===== config.mk =====
export PLATFORM = sky130hd
export DESIGN_NAME = instr_encoder_flat
export DESIGN_NICKNAME = d
export VERILOG_FILES = /design/src/rtl/isa_pkg.sv /design/src/rtl/instr_encoder_if.sv /design/src/rtl/instr_fifo.sv /design/src/rtl/instr_encoder.sv /design/src/flat_wrapper.sv
export SDC_FILE = /design/constraint.sdc
export NUM_CORES = 1
export LEC_CHECK = 0
export CORE_MARGIN = 5
export CORE_UTILIZATION = 40
export CTS_BUF_LIST = sky130_fd_sc_hd__clkbuf_4
export DETAILED_ROUTE_END_ITERATION = 10
export GPL_TIMING_DRIVEN = 0
export PLACE_DENSITY = 0.66
export SLEW_MARGIN = 5
export SYNTH_ARGS = -nofsm -noshare
export SYNTH_HDL_FRONTEND = slang
export SYNTH_SLANG_ARGS = --single-unit

===== constraint.sdc =====
create_clock -name clock -period 5.15 [get_ports clock]
set_clock_uncertainty 0.15 [all_clocks]
set_input_delay 1.03 -clock clock [delete_from_list [all_inputs] [get_ports clock]]
set_output_delay 1.03 -clock clock [all_outputs]
set_load 0.02 [all_outputs]

===== src/rtl/isa_pkg.sv =====
// rtl/isa_pkg.sv - ISA opcodes, instruction formats, field positions and loader states
package isa_pkg;

    localparam logic [4:0] OP_ALU  = 5'b00000;
    localparam logic [4:0] OP_J    = 5'b00001;
    localparam logic [4:0] OP_I02  = 5'b00010;
    localparam logic [4:0] OP_JAL  = 5'b00011;
    localparam logic [4:0] OP_JR   = 5'b00100;
    localparam logic [4:0] OP_ADDI = 5'b00101;
    localparam logic [4:0] OP_I06  = 5'b00110;
    localparam logic [4:0] OP_I07  = 5'b00111;
    localparam logic [4:0] OP_I08  = 5'b01000;
    localparam logic [4:0] OP_J15  = 5'b10101;
    localparam logic [4:0] OP_J16  = 5'b10110;

    localparam int OP_LSB     = 27;
    localparam int RD_LSB     = 22;
    localparam int RS_LSB     = 17;
    localparam int RT_LSB     = 12;
    localparam int SHAMT_LSB  = 7;
    localparam int ALUOP_LSB  = 2;
    localparam int IMM_LSB    = 0;
    localparam int TARGET_LSB = 0;

    localparam logic [2:0] ST_IDLE  = 3'd0;
    localparam logic [2:0] ST_RUN   = 3'd1;
    localparam logic [2:0] ST_DRAIN = 3'd2;
    localparam logic [2:0] ST_DONE  = 3'd3;
    localparam logic [2:0] ST_ERR   = 3'd4;

    typedef enum logic [2:0] {
        FMT_R,
        FMT_I,
        FMT_JI,
        FMT_JII,
        FMT_ILLEGAL
    } fmt_e;

    function automatic fmt_e op_format(input logic [4:0] op);
        case (op)
            OP_ALU:                                 return FMT_R;
            OP_ADDI, OP_I07, OP_I08, OP_I02, OP_I06: return FMT_I;
            OP_J, OP_JAL, OP_J16, OP_J15:           return FMT_JI;
            OP_JR:                                  return FMT_JII;
            default:                                return FMT_ILLEGAL;
        endcase
    endfunction

    function automatic logic [31:0] encode_word(
        input fmt_e        fmt,
        input logic [4:0]  op,
        input logic [4:0]  rd,
        input logic [4:0]  rs,
        input logic [4:0]  rt,
        input logic [4:0]  shamt,
        input logic [4:0]  aluop,
        input logic [16:0] imm,
        input logic [26:0] target
    );
        logic [31:0] w;
        w = '0;
        w[OP_LSB +: 5] = op;
        case (fmt)
            FMT_R: begin
                w[RD_LSB +: 5]    = rd;
                w[RS_LSB +: 5]    = rs;
                w[RT_LSB +: 5]    = rt;
                w[SHAMT_LSB +: 5] = shamt;
                w[ALUOP_LSB +: 5] = aluop;
            end
            FMT_I: begin
                w[RD_LSB +: 5]   = rd;
                w[RS_LSB +: 5]   = rs;
                w[IMM_LSB +: 17] = imm;
            end
            FMT_JI:  w[TARGET_LSB +: 27] = target;
            FMT_JII: w[RD_LSB +: 5] = rd;
            default: w = '0;
        endcase
        return w;
    endfunction

endpackage


===== src/rtl/instr_encoder_if.sv =====
// rtl/instr_encoder_if.sv - field-level instruction request bus with valid/ready handshake
interface instr_encoder_if;
    logic        req_valid;
    logic        req_ready;
    logic [4:0]  op;
    logic [4:0]  rd;
    logic [4:0]  rs;
    logic [4:0]  rt;
    logic [4:0]  shamt;
    logic [4:0]  aluop;
    logic [16:0] imm;
    logic [26:0] target;

    modport master (
        output req_valid, op, rd, rs, rt, shamt, aluop, imm, target,
        input  req_ready
    );

    modport slave (
        input  req_valid, op, rd, rs, rt, shamt, aluop, imm, target,
        output req_ready
    );
endinterface


===== src/rtl/instr_fifo.sv =====
// rtl/instr_fifo.sv - synchronous FIFO with flush holding encoded words ahead of imem
module instr_fifo #(
    parameter int WIDTH = 32,
    parameter int DEPTH = 4
) (
    input  logic             clock,
    input  logic             reset,
    input  logic             flush,
    input  logic             push,
    input  logic [WIDTH-1:0] din,
    input  logic             pop,
    output logic [WIDTH-1:0] dout,
    output logic             full,
    output logic             empty
);
    localparam int AW = $clog2(DEPTH);

    logic [WIDTH-1:0] mem [DEPTH];
    logic [AW:0]      wptr;
    logic [AW:0]      rptr;

    // Pointers carry one extra wrap bit so full and empty are distinguishable.
    assign empty = (wptr == rptr);
    assign full  = (wptr[AW] != rptr[AW]) && (wptr[AW-1:0] == rptr[AW-1:0]);
    assign dout  = mem[rptr[AW-1:0]];

    always_ff @(posedge clock) begin
        if (reset || flush) begin
            wptr <= '0;
            rptr <= '0;
        end else begin
            if (push && !full) begin
                wptr <= wptr + (AW+1)'(1);
            end
            if (pop && !empty) begin
                rptr <= rptr + (AW+1)'(1);
            end
        end
    end

    always_ff @(posedge clock) begin
        if (push && !full) begin
            mem[wptr[AW-1:0]] <= din;
        end
    end
endmodule


===== src/rtl/instr_encoder.sv =====
// rtl/instr_encoder.sv - packs instruction requests into ISA words and loads them into imem
module instr_encoder
    import isa_pkg::*;
#(
    parameter int ADDR_W = 12,
    parameter int DEPTH  = 4
) (
    input  logic              clock,
    input  logic              reset,
    input  logic              start,
    input  logic [ADDR_W-1:0] base_addr,
    input  logic              finish,
    instr_encoder_if.slave    req,
    input  logic              mem_hold,
    output logic              imem_we,
    output logic [ADDR_W-1:0] imem_addr,
    output logic [31:0]       imem_data,
    output logic              busy,
    output logic              done,
    output logic              err_illegal,
    output logic              err_full,
    output logic [ADDR_W:0]   count
);
    localparam logic [ADDR_W-1:0] TOP_ADDR = {ADDR_W{1'b1}};

    logic [2:0]        state;
    logic [ADDR_W-1:0] acc_addr;
    logic [ADDR_W-1:0] wr_addr;
    logic              acc_last;

    fmt_e        fmt;
    logic        legal;
    logic [31:0] word;
    logic        accept;
    logic        can_start;
    logic        writing_state;
    logic        fifo_push;
    logic        fifo_pop;
    logic [31:0] fifo_dout;
    logic        fifo_full;
    logic        fifo_empty;

    assign fmt   = op_format(req.op);
    assign legal = (fmt != FMT_ILLEGAL);
    assign word  = encode_word(fmt, req.op, req.rd, req.rs, req.rt, req.shamt,
                               req.aluop, req.imm, req.target);

    // Ready depends only on registered state, never on req_valid.
    assign req.req_ready = (state == ST_RUN) && !fifo_full && !acc_last;
    assign accept        = req.req_valid && req.req_ready;

    assign can_start     = start && ((state == ST_IDLE) || (state == ST_DONE) || (state == ST_ERR));
    assign writing_state = (state == ST_RUN) || (state == ST_DRAIN) || (state == ST_ERR);
    assign fifo_push     = accept && legal;
    assign fifo_pop      = !can_start && writing_state && !fifo_empty && !mem_hold;

    assign busy = (state == ST_RUN) || (state == ST_DRAIN);

    instr_fifo #(
        .WIDTH (32),
        .DEPTH (DEPTH)
    ) u_fifo (
        .clock (clock),
        .reset (reset),
        .flush (can_start),
        .push  (fifo_push),
        .din   (word),
        .pop   (fifo_pop),
        .dout  (fifo_dout),
        .full  (fifo_full),
        .empty (fifo_empty)
    );

    always_ff @(posedge clock) begin
        if (reset) begin
            state       <= ST_IDLE;
            acc_addr    <= '0;
            wr_addr     <= '0;
            acc_last    <= 1'b0;
            imem_we     <= 1'b0;
            imem_addr   <= '0;
            imem_data   <= '0;
            count       <= '0;
            done        <= 1'b0;
            err_illegal <= 1'b0;
            err_full    <= 1'b0;
        end else begin
            imem_we <= fifo_pop;
            if (fifo_pop) begin
                imem_addr <= wr_addr;
                imem_data <= fifo_dout;
                wr_addr   <= wr_addr + ADDR_W'(1);
                count     <= count + (ADDR_W+1)'(1);
            end

            if (can_start) begin
                state       <= ST_RUN;
                acc_addr    <= base_addr;
                wr_addr     <= base_addr;
                acc_last    <= 1'b0;
                count       <= '0;
                done        <= 1'b0;
                err_illegal <= 1'b0;
                err_full    <= 1'b0;
            end else begin
                case (state)
                    ST_RUN: begin
                        if (accept && !legal) begin
                            err_illegal <= 1'b1;
                            state       <= ST_ERR;
                        end else begin
                            if (accept) begin
                                acc_addr <= acc_addr + ADDR_W'(1);
                                if (acc_addr == TOP_ADDR) begin
                                    acc_last <= 1'b1;
                                    err_full <= 1'b1;
                                end
                            end
                            // An accept coinciding with finish is kept; the word drains normally.
                            if (finish || (accept && acc_addr == TOP_ADDR)) begin
                                state <= ST_DRAIN;
                            end
                        end
                    end
                    ST_DRAIN: begin
                        if (fifo_empty) begin
                            state <= ST_DONE;
                            done  <= 1'b1;
                        end
                    end
                    default: ;
                endcase
            end
        end
    end
endmodule


===== src/flat_wrapper.sv =====
// flat-port wrapper written by rule: the top's interface ports become plain ports
module instr_encoder_flat import isa_pkg::*;
#(
    parameter int ADDR_W = 12,
    parameter int DEPTH  = 4
)
  (clock, reset, start, base_addr, finish, mem_hold, imem_we, imem_addr, imem_data, busy, done, err_illegal, err_full, count, req_req_valid, req_op, req_rd, req_rs, req_rt, req_shamt, req_aluop, req_imm, req_target, req_req_ready);
  instr_encoder_if req_i ();
  input  logic clock;
  input  logic reset;
  input  logic start;
  input  logic [ADDR_W-1:0] base_addr;
  input  logic finish;
  input  logic mem_hold;
  output logic imem_we;
  output logic [ADDR_W-1:0] imem_addr;
  output logic [31:0] imem_data;
  output logic busy;
  output logic done;
  output logic err_illegal;
  output logic err_full;
  output logic [ADDR_W:0] count;
  input wire logic [$bits(req_i.req_valid)-1:0] req_req_valid;
  input wire logic [$bits(req_i.op)-1:0] req_op;
  input wire logic [$bits(req_i.rd)-1:0] req_rd;
  input wire logic [$bits(req_i.rs)-1:0] req_rs;
  input wire logic [$bits(req_i.rt)-1:0] req_rt;
  input wire logic [$bits(req_i.shamt)-1:0] req_shamt;
  input wire logic [$bits(req_i.aluop)-1:0] req_aluop;
  input wire logic [$bits(req_i.imm)-1:0] req_imm;
  input wire logic [$bits(req_i.target)-1:0] req_target;
  output wire logic [$bits(req_i.req_ready)-1:0] req_req_ready;
  assign req_i.req_valid = req_req_valid;
  assign req_i.op = req_op;
  assign req_i.rd = req_rd;
  assign req_i.rs = req_rs;
  assign req_i.rt = req_rt;
  assign req_i.shamt = req_shamt;
  assign req_i.aluop = req_aluop;
  assign req_i.imm = req_imm;
  assign req_i.target = req_target;
  assign req_req_ready = req_i.req_ready;
  instr_encoder #(.ADDR_W(ADDR_W), .DEPTH(DEPTH)) u_core (.clock(clock), .reset(reset), .start(start), .base_addr(base_addr), .finish(finish), .req(req_i), .mem_hold(mem_hold), .imem_we(imem_we), .imem_addr(imem_addr), .imem_data(imem_data), .busy(busy), .done(done), .err_illegal(err_illegal), .err_full(err_full), .count(count));
endmodule

==> impl_metrics.toml, run 1 <==
[status]
outcome = "completed"

[place]
portBuffers = 153
gp_congestion = 0.839
dpl_worst_slack_ns = 0.552
post-dp-hpwl_um = 16000

[sta]
report.final.hold_viol_count = 0
maxSlewHeadroom = 0.354
fin_crit_sh = 0.755
worstMarginPinSlew_ns = 0.968
slew_viol_final = 0
fin_ws_ns = 1.26
period_needed_ns = 3.89
setup_tns_ns = 0
clock.fmax_ghz = 0.257
setup_viol = 0
rsz0062_at_grt = "no"

[power_and_ir_drop]
power.density_mw_per_mm2 = 314
swShare = 0.241
p_sw_uw = 909
power_frac_clock = 0.389
p_leak_nw = 4.16
irDropWorstVdd_uv = 184
power_frac_comb = 0.093
p_int_mw = 2.86
seq_power_share = 0.518

[setup_path]
start_kind = "primary input"
r2r_slack_ns = 2.24
cp_slowest_cell = "and3_2"
path_class = "in -> reg"
crit_path_end_kind = "flop"
r2r_end = "u_core.u_fifo.mem[2][2]"
endpoint = "u_core.u_fifo.mem[2][2]"
critPathMaxFanout = 32
cp.required_ns = 5.27
cp_top_family = "buffers and inverters"
cp.depth = 7
reg2reg_from = "u_core.state[0]"
cpPeakStageDelay_ns = 0.87
cp-startpoint = "req_op[0]"
cp.buffers_inverters = 3
critPathArrivalTime_ns = 4.01
r2r_cells = 5
cp_cell_sequence = "clkdlybuf4s50_1, inv_1, ha_1, a21boi_0, o2bb2ai_1, clkbuf_1, and3_2"

[synthesis]
syn_avg_cell_area_um2 = 12.8
ys_seq_area_frac = 0.617
synth_edf_count = 128
ys_ff_latch = 222
yosysWarnings = 0
syn_inst = 726
netlist_area_mm2 = 0.00928
ys.flop_type = "edfxtp_1"
synthesis.nets = 828
async_flop_share = 0
synth_cell_types = 56

[clock_network]
cts_hold_buf = 0
post_cts_buffers = 0
cts_tree = "built"
clock_latency_ns = 0.65
cts.sinks = 222
htreeDepth = 2
cts_resized = 0
numCtsBuffers = 56
clockRootBuffer = "clkbuf_4"
cts_buffer_depth = 3
clkTransAtPathRegs_ns = 0.06

[floorplanning]
dieArea_mm2 = 0.0264
io_pins = 155
dieHeight_um = 162
die_x_um = 162
core_mm2 = 0.0228
rows = 55
initial_utilization = 0.408

[worst_hold_path]
min_path_type = "reg -> reg"

[drt]
post-route-drc-count = 0
postRouteAntennaNets = 0
vias_per_cell = 5.06
first_pass_iters = 5
wl_per_cell_um = 17.6
drt_wl_total_um = 22900
vias = 6587
drt_iter0_drc = 386

[grt]
overflow = 0
grt_pass1_wl_um = 36000
antenna_found_initial = 1
grt_pass1_vias = 6736
grt_max_degree = 33
grt_usage = 0.174

[final_layout]
layout-drive-gt1-share = 0.174
num-fill-cells = 2019
final_net_count = 1042
syn_to_final_growth_pct = 29.3

[flow_run]
maxCapViolations = 0
[cell usage after synthesis (6+ instances only)]
cell / number / area [um^2]
xnor2_1: 9 / 78.8
nand4_1: 11 / 68.8
inv_1: 21 / 78.8
ha_1: 10 / 125
nor2_1: 26 / 97.6
a31oi_1: 6 / 37.5
and3_1: 20 / 125
clkbuf_1: 22 / 82.6
o21bai_1: 11 / 82.6
a311oi_1: 7 / 61.3
a222oi_1: 15 / 150
and2_1: 15 / 93.8
buf_2: 16 / 80.1
o21ai_0: 6 / 30.0
a21oi_1: 70 / 350
dfxtp_1: 94 / 1880
a22o_1: 13 / 114
nand3_1: 6 / 30.0
edfxtp_1: 128 / 3840
nand2_1: 104 / 390
mux4_2: 32 / 721
xor2_1: 22 / 193
[cells by family (layout without fill, tap and decap cells)]
kind of cell	Yosys count	count (layout)	share of synthesized area
buffers and inverters	68	329	0.0341
AO/OA/AOI/OAI	145	145	0.108
AND/OR/NAND/NOR	215	215	0.116
other	0	1	0
adder cells (fa/ha/maj)	10	10	0.0135
flip-flops	222	222	0.617
multiplexers	33	33	0.0787
XOR/XNOR	33	33	0.0328
[worst min-delay path by stage]
stage                         startpoint                    to  slack (ns)  depth (start not counted)
finish              u_core.imem_data[13]  u_core.imem_data[13]        0.30                          2
global route           u_core.wr_addr[8]   u_core.imem_addr[8]        0.32                          2
CTS                 u_core.imem_data[25]  u_core.imem_data[25]        0.31                          2
detailed placement  u_core.imem_data[13]  u_core.imem_data[13]        0.30                          2
global placement     u_core.imem_data[2]   u_core.imem_data[2]        0.29                          2
floorplan             u_core.wr_addr[11]  u_core.imem_addr[11]        0.29                          2
[layout make-up]
class	count	area (um^2)	area share
antenna	1	2.50	0.000208
multi-input combinational	436	3250	0.270
clock inverter	18	78.8	0.00657
sequential	222	5730	0.477
tap	313	392	0.0326
clock buffer	87	653	0.0544
timing repair buffer	156	1590	0.133
buffer	47	238	0.0198
inverter	21	78.8	0.00657
[power by group through the flow]
stage	logic, mW	registers, mW	clock network (mW)
after floorplan	0.192	1.98	0
after global placement	0.345	1.99	0
after detailed placement	0.351	1.99	0
after CTS	0.353	1.95	1.51
after global routing	0.382	1.96	1.62
final	0.351	1.95	1.46
[cells in the final DEF (no fill, tap or decap), drive strengths merged, types with 11 or more instances in the layout]
master         Yosys  final
nand2            104    104
inv               21     23
nor2              26     26
and3              20     20
a222oi            15     15
o21bai            11     11
xor2              22     22
clkdlybuf4s50      0    153
dfxtp             94     94
nand4             12     12
edfxtp           128    128
a21oi             70     70
clkinv             0     16
and2              15     15
buf               24     27
clkbuf            23    110
xnor2             11     11
mux4              32     32
a22o              13     13
[state kept, by name, indices dropped and copies added (netlist names), 3 cells and up]
name,flops
u_core.count,13
u_core.u_fifo.wptr,3
u_core.u_fifo.rptr,3
u_core.wr_addr,12
u_core.state,3
u_core.u_fifo.mem,128
u_core.imem_addr,12
u_core.imem_data,32
u_core.acc_addr,12
[tightest hold or removal path, stage by stage (launching register included)]
cell     delay, ns
dfxtp_1       0.30
nand2_1       0.05
a21oi_1       0.05
[stage by stage]
stage          utilization  hold slack [ns]  instance area (um^2)  std cells  power, mW
6_report             0.527            0.303                 12000       1301       3.77
5_1_grt              0.527            0.322                 12000       1301       3.95
4_1_cts              0.527            0.305                 12000       1300       3.82
3_5_place_dp         0.495            0.299                 11300       1195       2.34
3_3_place_gp         0.492            0.292                 11200       1192       2.34
2_1_floorplan            -            0.287                  9280        726       2.18
[per-layer routing]
layer / global-route usage / vias up / share of wire
li1: - / 3189 / -
met3: 0.0501 / 25 / 0.071
met4: 0.0454 / 0 / 0.014
met2: 0.283 / 198 / 0.47
met1: 0.229 / 3175 / 0.44
met5: 0 / - / 0
Power figures use the tool's default switching activity.
==> inputs of run 2 (changes only) <==
==> constraint.sdc (replaced) <==
create_clock -name clock -period 3.6 [get_ports clock]
set_clock_uncertainty 0.15 [all_clocks]
set_input_delay 0.72 -clock clock [delete_from_list [all_inputs] [get_ports clock]]
set_output_delay 0.72 -clock clock [all_outputs]
set_load 0.02 [all_outputs]
==> run 2 against run 1 <==
Flip-flop and latch count stayed put. First-iteration DRC count grew 2.3%. Critical path depth unchanged. Sequential share of layout area about the same. Largest cell class unchanged. Largest power group unchanged.
==> impl_metrics.toml, run 2 (same netlist as run 1, synthesis figures left out) <==
[status]
outcome = "completed"

[setup_path]
cp-startpoint = "req_op[0]"
critPathMaxFanout = 32
crit_path_end_kind = "flop"
endpoint = "u_core.u_fifo.mem[2][15]"
critPathArrivalTime_ns = 3.47
path_class = "in -> reg"
r2r_slack_ns = 0.95
start_kind = "primary input"
r2r_cells = 5
r2r_end = "u_core.u_fifo.mem[2][15]"
reg2reg_from = "u_core.state[0]"
cp.required_ns = 3.73

[clock_network]
clkTransAtPathRegs_ns = 0.06
clockRootBuffer = "clkbuf_4"
post_cts_buffers = 0
clock_latency_ns = 0.65
cts_hold_buf = 0
cts_tree = "built"
numCtsBuffers = 56
cts.sinks = 222
htreeDepth = 2
cts_buffer_depth = 3

[drt]
route.met2.wl_um = 10800
postRouteAntennaNets = 0
post-route-drc-count = 0
vias = 6579
wl_met1_um = 10100
routed.top_layer = "met4"
first_pass_iters = 7
wl_met3_um = 1640
drt_iter0_drc = 395
vias_per_cell = 5.06
wl_per_cell_um = 17.6
drt_wl_total_um = 22900

[grt]
antenna_found_initial = 1
grt_pass1_vias = 6736
grt_usage = 0.174
overflow = 0
grt_pass1_wl_um = 36000
grt_max_degree = 33

[floorplanning]
io_pins = 155
initial_utilization = 0.408
core_mm2 = 0.0228
dieHeight_um = 162
rows = 55
die_x_um = 162
dieArea_mm2 = 0.0264

[sta]
worstMarginPinSlew_ns = 0.974
maxSlewHeadroom = 0.349
setup_viol = 0
fin_ws_ns = 0.260
period_needed_ns = 3.34
report.final.hold_viol_count = 0
fin_crit_sh = 0.928
setup_tns_ns = 0
rsz0062_at_grt = "no"
hold_slack_ns = 0.303
slew_viol_final = 0
clock.fmax_ghz = 0.299

[worst_hold_path]
min_path_type = "reg -> reg"

[power_and_ir_drop]
seq_power_share = 0.518
p_leak_nw = 4.16
power_mw = 5.39
irDropWorstVdd_uv = 264
power_frac_comb = 0.093
p_int_mw = 4.09
power_frac_clock = 0.389
swShare = 0.242
p_sw_mw = 1.30
power.density_mw_per_mm2 = 449

[place]
dpl_worst_slack_ns = -0.688
dp.cells = 1195
post-dp-hpwl_um = 16000
place_area_mm2 = 0.0113
portBuffers = 153
gp_congestion = 0.839

[final_layout]
final_area_mm2 = 0.0120
final_cells = 1301
layout-drive-gt1-share = 0.174
num-fill-cells = 2017
final_util = 0.527
syn_to_final_growth_pct = 29.4
mostFrequentLayoutCells = "clkdlybuf4s50_1, edfxtp_1, nand2_1"
final_net_count = 1042
largest_reg_flops = 128
final_common_cell = "clkdlybuf4s50_1"

[flow_run]
maxCapViolations = 0
run 2: cell counts in the layout (fill, tap and decap cells not counted):
No cell type changed its count.
run 2: per-layer routing:
layer | track usage | vias up
met5 | 0 | -
met4 | 0.0454 | 0
met3 | 0.0501 | 27
met2 | 0.283 | 200
met1 | 0.229 | 3163
li1 | - | 3189
run 2: worst min path at each step:
stage / from / cells past startpoint / to / slack (ns)
floorplan: u_core.wr_addr[11] / 2 / u_core.imem_addr[11] / 0.29
global placement: u_core.imem_data[2] / 2 / u_core.imem_data[2] / 0.29
detailed placement: u_core.imem_data[13] / 2 / u_core.imem_data[13] / 0.30
CTS: u_core.imem_data[25] / 2 / u_core.imem_data[25] / 0.31
global route: u_core.wr_addr[8] / 2 / u_core.imem_addr[8] / 0.32
finish: u_core.imem_data[8] / 2 / u_core.imem_data[8] / 0.30
run 2: what timing repair did:
action | in CTS | in global routing
setup endpoints to repair | 0 | 32
endpoints found under the hold margin | 0 | 0
resized for setup | 0 | 1
run 2: worst max-delay path, cell delays in order:
cell and delay [ns]:
clkdlybuf4s50_1 0.55, inv_1 0.11, ha_1 0.32, a21boi_0 0.08, o2bb2ai_1 0.62, clkbuf_1 0.42
and3_4 0.62
run 2: cell type report:
cell class,count,area (um^2),share of cell area
diodes,1,2.50,0.000208
plain buffers,47,238,0.0198
clock buffers,87,653,0.0544
clock inverters,18,78.8,0.00656
inverters,21,78.8,0.00656
multi-input cells,436,3250,0.271
flip-flops and latches,222,5730,0.477
well taps,313,392,0.0326
repair buffers,156,1590,0.133
run 2: power groups by stage:
stage	registers, mW	logic (mW)	clock network [mW]
floorplan	2.84	0.274	0
global placement	2.85	0.493	0
detailed placement	2.85	0.502	0
CTS	2.79	0.505	2.17
global route	2.80	0.546	2.31
finish	2.79	0.503	2.10
